===== config.mk =====
export PLATFORM = sky130hd
export DESIGN_NAME = tone_voice_dispatcher
export DESIGN_NICKNAME = d
export VERILOG_FILES = /design/src/rtl/tone_voice_dispatcher.sv
export SDC_FILE = /design/constraint.sdc
export NUM_CORES = 1
export LEC_CHECK = 0
export CAP_MARGIN = 10
export CORE_MARGIN = 4
export CORE_UTILIZATION = 50
export CTS_CLUSTER_DIAMETER = 150
export DETAILED_ROUTE_END_ITERATION = 8
export GPL_ROUTABILITY_DRIVEN = 0
export PLACE_DENSITY = 0.83
export SYNTH_ARGS = -nofsm -noshare
export SYNTH_HDL_FRONTEND = slang
export SYNTH_SLANG_ARGS = --single-unit

===== constraint.sdc =====
create_clock -name clk_clk -period 7.73 [get_ports clk_clk]
set_clock_uncertainty 0.2 [all_clocks]
set_input_delay 2.319 -clock clk_clk [delete_from_list [all_inputs] [get_ports clk_clk]]
set_output_delay 2.319 -clock clk_clk [all_outputs]
set_load 0.05 [all_outputs]

===== src/rtl/tone_voice_dispatcher.sv =====
// rtl/tone_voice_dispatcher.sv - tone-word FIFO feeding sample-aligned voice register updates
module tone_voice_dispatcher #(
    parameter int DEPTH  = 16,
    parameter int VOICES = 4,
    parameter int INC_W  = 24
) (
    input  logic                    clk_clk,
    input  logic                    reset_reset,
    input  logic [31:0]             tone_in,
    input  logic                    ld_fifo,
    input  logic                    sample_tick,
    input  logic                    flush,
    output logic                    fifo_full,
    output logic                    fifo_empty,
    output logic [$clog2(DEPTH):0]  fifo_level,
    output logic                    run,
    output logic [VOICES*INC_W-1:0] voice_inc,
    output logic [VOICES-1:0]       voice_gate,
    output logic                    overflow,
    output logic                    bad_voice
);
    localparam int AW = $clog2(DEPTH);
    localparam logic [AW:0] FULL_LVL = (AW+1)'(DEPTH);

    typedef enum logic [1:0] {IDLE, READ, HOLD} state_t;

    logic [31:0]             mem_q [DEPTH];
    logic [AW-1:0]           wptr_q, rptr_q;
    logic [AW:0]             count_q, count_d;
    logic                    ld_q, armed_q, ovf_q;
    state_t                  state_q;
    logic [31:0]             rdata_q, held_q;
    logic [VOICES*INC_W-1:0] inc_q;
    logic [VOICES-1:0]       gate_q;
    logic                    bad_q;

    logic       wr_edge, wr_ok, pop, apply;
    logic [6:0] held_idx;

    assign fifo_full  = (count_q == FULL_LVL);
    assign fifo_empty = (count_q == '0);
    assign fifo_level = count_q;
    assign voice_inc  = inc_q;
    assign voice_gate = gate_q;
    assign overflow   = ovf_q;
    assign bad_voice  = bad_q;
    assign run        = (|gate_q) | ~fifo_empty | (state_q != IDLE);

    // armed_q keeps a strobe already high when reset releases from looking like an edge
    assign wr_edge  = ld_fifo & ~ld_q & armed_q;
    assign wr_ok    = wr_edge & ~fifo_full & ~flush;
    assign pop      = (state_q == IDLE) & ~fifo_empty & ~flush;
    assign apply    = (state_q == HOLD) & sample_tick & ~flush;
    assign held_idx = held_q[30:24];

    always_comb begin
        count_d = count_q;
        if (wr_ok && !pop) begin
            count_d = count_q + 1'b1;
        end else if (!wr_ok && pop) begin
            count_d = count_q - 1'b1;
        end
    end

    always_ff @(posedge clk_clk or posedge reset_reset) begin
        if (reset_reset) begin
            wptr_q  <= '0;
            rptr_q  <= '0;
            count_q <= '0;
            ld_q    <= 1'b0;
            armed_q <= 1'b0;
            ovf_q   <= 1'b0;
        end else begin
            ld_q    <= ld_fifo;
            armed_q <= 1'b1;
            if (flush) begin
                wptr_q  <= '0;
                rptr_q  <= '0;
                count_q <= '0;
                ovf_q   <= 1'b0;
            end else begin
                if (wr_ok) wptr_q <= wptr_q + 1'b1;
                if (pop)   rptr_q <= rptr_q + 1'b1;
                count_q <= count_d;
                if (wr_edge && fifo_full) ovf_q <= 1'b1;
            end
        end
    end

    always_ff @(posedge clk_clk) begin
        if (wr_ok) mem_q[wptr_q] <= tone_in;
    end

    always_ff @(posedge clk_clk or posedge reset_reset) begin
        if (reset_reset) begin
            state_q <= IDLE;
            rdata_q <= '0;
            held_q  <= '0;
            inc_q   <= '0;
            gate_q  <= '0;
            bad_q   <= 1'b0;
        end else if (flush) begin
            state_q <= IDLE;
            gate_q  <= '0;
            bad_q   <= 1'b0;
        end else begin
            case (state_q)
                IDLE: begin
                    if (pop) begin
                        rdata_q <= mem_q[rptr_q];
                        state_q <= READ;
                    end
                end
                READ: begin
                    held_q  <= rdata_q;
                    state_q <= HOLD;
                end
                HOLD: begin
                    if (apply) begin
                        if (int'(held_idx) < VOICES) begin
                            for (int v = 0; v < VOICES; v++) begin
                                if (held_idx == 7'(v)) begin
                                    gate_q[v]                <= held_q[31];
                                    inc_q[v*INC_W +: INC_W] <= held_q[INC_W-1:0];
                                end
                            end
                        end else if (held_idx == 7'h7F && !held_q[31]) begin
                            gate_q <= '0;
                        end else begin
                            bad_q <= 1'b1;
                        end
                        state_q <= IDLE;
                    end
                end
                default: state_q <= IDLE;
            endcase
        end
    end
endmodule


==> summary.md <==
| Metric | Value |
|---|---|
| Setup crit start kind | register |
| Total of max-cap violations | 0 |
| Delay-heaviest family, CP | simple AND/OR/NAND/NOR gates |
| Synth unique cells | 51 |
| Syn Std Cell Area | 26570 µm² |
| Fillers | 3585 |
| Die outline height | 238.5 µm |
| Critical path cell sequence | or4_1 > nor2_1 > clkdlybuf4s50_1 |
| Detail Route Antenna Nets | 0 |
| R2r endpoint | fifo_level[4] |
| Max_slew headroom | 0.1845 |
| Initial DRC count | 1285 |
| Final setup fails | 0 |
| Final period util | 0.6987 |
| Placement Rows | 84 |
| Global-route wire length before repair | 86.93 mm |
| Static leakage | 0.01086 µW |
| Congestion Overflow GR | 0 |
| End of the critical path | fifo_full |
| 1st-pass router iterations | 5 |
| P_int | 7057 µW |
| Nets | 1506 |
| Largest cells by area after synthesis | edfxtp_1, dfrtp_1, mux4_2 |
| Switching Fraction | 0.2800 |
| Comb power frac | 0.199 |
| Final min period | 5.401 ns |
| Synth Instances | 1287 |
| Total stage count of the critical path | 3 |
| Area post-placement | 28890 µm² |
| Worst Setup End Kind | primary output |
| Ports | 147 |
| F_max | 185.2 MHz |
| Peak supply drop | 0.0002285 V |
| R2R Setup Slk | 4.39 ns |
| WS Path Type | reg2out |
| Hold buffers post-CTS | 0 |
| Placeable Area | 52550 µm² |
| Core Util, Final | 0.5916 |
| Final hold slack | 0.2981 ns |
| Via count | 13187 |
| Required @ worst endpoint | 5.21 ns |
| GRT Total Usage | 0.2016 |
| Cts bufs inserted | 67 |
| Sequential share of the synthesized area | 0.7511 |
| Setup TNS | 0 ns |
| Status | finished clean |
| Residual DRC | 0 |
| DP Cell Count | 2078 |
| Synth warn | 0 |
| Actual slew at the worst max-slew pin | 1.220 ns |
| Final Hold Viols | 0 |
| Initial antenna violation count | 3 |
| Post_cts resized | 0 |
| Reg clk slew, reported paths | 0.06 ns |
| Leading area contributor after synthesis | edfxtp_1 |
| DRT Wirelength | 56.94 mm |
| Net switching power | 2744 µW |
| Final Max Slew Viols | 0 |
| TritonCTS clock tree | done |
| Syn nets | 1334 |
| Syn_area_per_cell | 20.64 µm² |
| Reg-to-Reg Start | fifo_level[1] |
| Final instance area | 31090 µm² |
| Initial Utilization | 0.5055 |
| CP Max Fanout | 6 |
| Post-CTS Setup Repair Bufs | 0 |
| Clk Latency, worst-skew pair | 0.60 ns |
| Flops & latches, synth | 695 |
| Crit path from | fifo_level[1] |
| Die width | 238.5 µm |
| DR vias/cell | 5.986 |
| Crit path DAT | 2.88 ns |
| Clock Power Share | 0.333 |
| Top-area cell type share of the netlist area | 0.5787 |
| HP Class | reg2reg |
| Largest net degree at the start of global routing | 144 |
| Worst path buffer plus inverter count | 1 |
| Pwr Density | 315.3 nW/µm² |
| CP max stage cell | clkdlybuf4s50_1 |
| WL per Instance | 25.84 µm |
| TritonCTS Sinks | 695 |
| CTS Root Cell | clkbuf_16 |
| Syn-to-layout area delta | 17.02% |
| CTS max path bufs | 3 |
| Critical Path Max Stage Delay | 0.88 ns |
| HPWL Detailed | 31.91 mm |
| CTS H-Tree Depth | 3 |
| Sequential power share | 0.468 |
| Worst Reg2Reg Path Length in Cells | 9 |
| Die Footprint | 56880 µm² |
| Ratio of cells with drive above 1 in the final layout | 0.2741 |
| RSZ-0062 raised after global routing | no |
| Final Instance Count excl. Fillers | 2203 |
| Vias in the first global route | 13884 |
| Input/output buffers | 146 |
==> worst reg2reg max path, cell delays in order, from the launching register on <==
cell	delay, ns
dfrtp_1	0.46
or4_1	0.66
o21ai_2	0.27
nand3b_1	0.26
fa_1	0.49
a21o_1	0.19
a21o_1	0.18
nor3_1	0.23
o21ai_0	0.13
nor3b_1	0.16
==> cells in the mapped netlist, drive strengths merged <==
cell type,instances
mux2,132
ha,9
a21oi,7
nor2,34
nor3b,1
nor2b,2
nand3b,4
o211ai,1
nand2,46
a221o,2
nor3,11
xnor2,4
nand4,4
mux4,128
or3,1
or2,1
xor2,4
nor4b,1
nor4,3
o21ai,3
a22oi,1
dfrtp,183
and3b,2
nand3,5
fa,1
o21bai,1
conb,1
a21o,3
clkbuf,33
or3b,1
o221ai,32
buf,31
or4,2
mux2i,64
inv,8
and3,3
a31oi,1
edfxtp,512
nand2b,4
o21ba,1
==> cell type report <==
class	instances	area, µm²	share of cell area
clock inverter	35	355.3	0.01143
inverter	8	37.54	0.001207
antenna	1	2.502	0.00008050
timing repair buffer	167	1632	0.05248
tap	688	860.8	0.02769
sequential	695	19970	0.6422
clock buffer	89	1841	0.05920
multi-input combinational	520	6394	0.2057
==> cells by family (layout without fill, tap and decap cells) <==
family,Yosys count,count (layout),synth area share
fa+ha+maj,10,10,0.004993
compound gates,52,52,0.01564
other cells,1,2,0.0001412
flops,695,695,0.7511
mux,324,324,0.1886
buf+inv,72,299,0.01267
xor+xnor,8,8,0.002637
simple gates,125,125,0.02421
==> cell usage in the layout, fill, tap and decap left out, types with 20 or more instances in the layout <==
cell	n
mux4_2	128
clkbuf_16	68
clkdlybuf4s50_1	146
mux2_2	130
nor2_1	21
nand2_1	46
o221ai_1	32
edfxtp_1	512
buf_4	20
mux2i_1	64
dfrtp_1	180
==> metrics by stage <==
step	total power [µW]	worst slack [ns]
after floorplan	5995	0.2390
after global placement	6529	2.341
after detailed placement	6598	2.209
after CTS	9873	2.335
after global routing	10190	2.301
final	9802	2.329
==> registers in the layout, summed over array words and instances (netlist names) <==
signal,cells
rptr_q,4
armed_q,1
overflow,1
wptr_q,4
rdata_q,32
fifo_level,5
voice_gate,4
voice_inc,96
bad_voice,1
held_q,32
mem_q,512
ld_q,1
state_q,2
==> power groups by stage <==
stage | combinational [µW] | sequential [µW] | clock [µW]
finish | 1950 | 4590 | 3260
global route | 2090 | 4620 | 3480
CTS | 1970 | 4580 | 3320
detailed placement | 1940 | 4650 | 0
global placement | 1890 | 4640 | 0
floorplan | 1260 | 4730 | 0
==> per-layer routing <==
metal  part of all wire  routed length, µm  track usage
met5            0.00023                 13            0
met4              0.024               1366      0.06438
met3              0.081               4600      0.03865
met2               0.50              28580       0.3328
met1               0.39              22370       0.2765
==> worst min-delay path by stage <==
stage / startpoint / to / slack (ns) / cells past startpoint
after floorplan: rdata_q[0] / rdata_q[0] / 0.25 / 2
after global routing: voice_inc[61] / voice_inc[61] / 0.31 / 1
after CTS: rdata_q[7] / rdata_q[7] / 0.30 / 2
after global placement: rdata_q[10] / rdata_q[10] / 0.26 / 2
after detailed placement: rdata_q[29] / rdata_q[29] / 0.27 / 2
final: voice_inc[71] / voice_inc[71] / 0.30 / 1
Power figures use the tool's default switching activity.
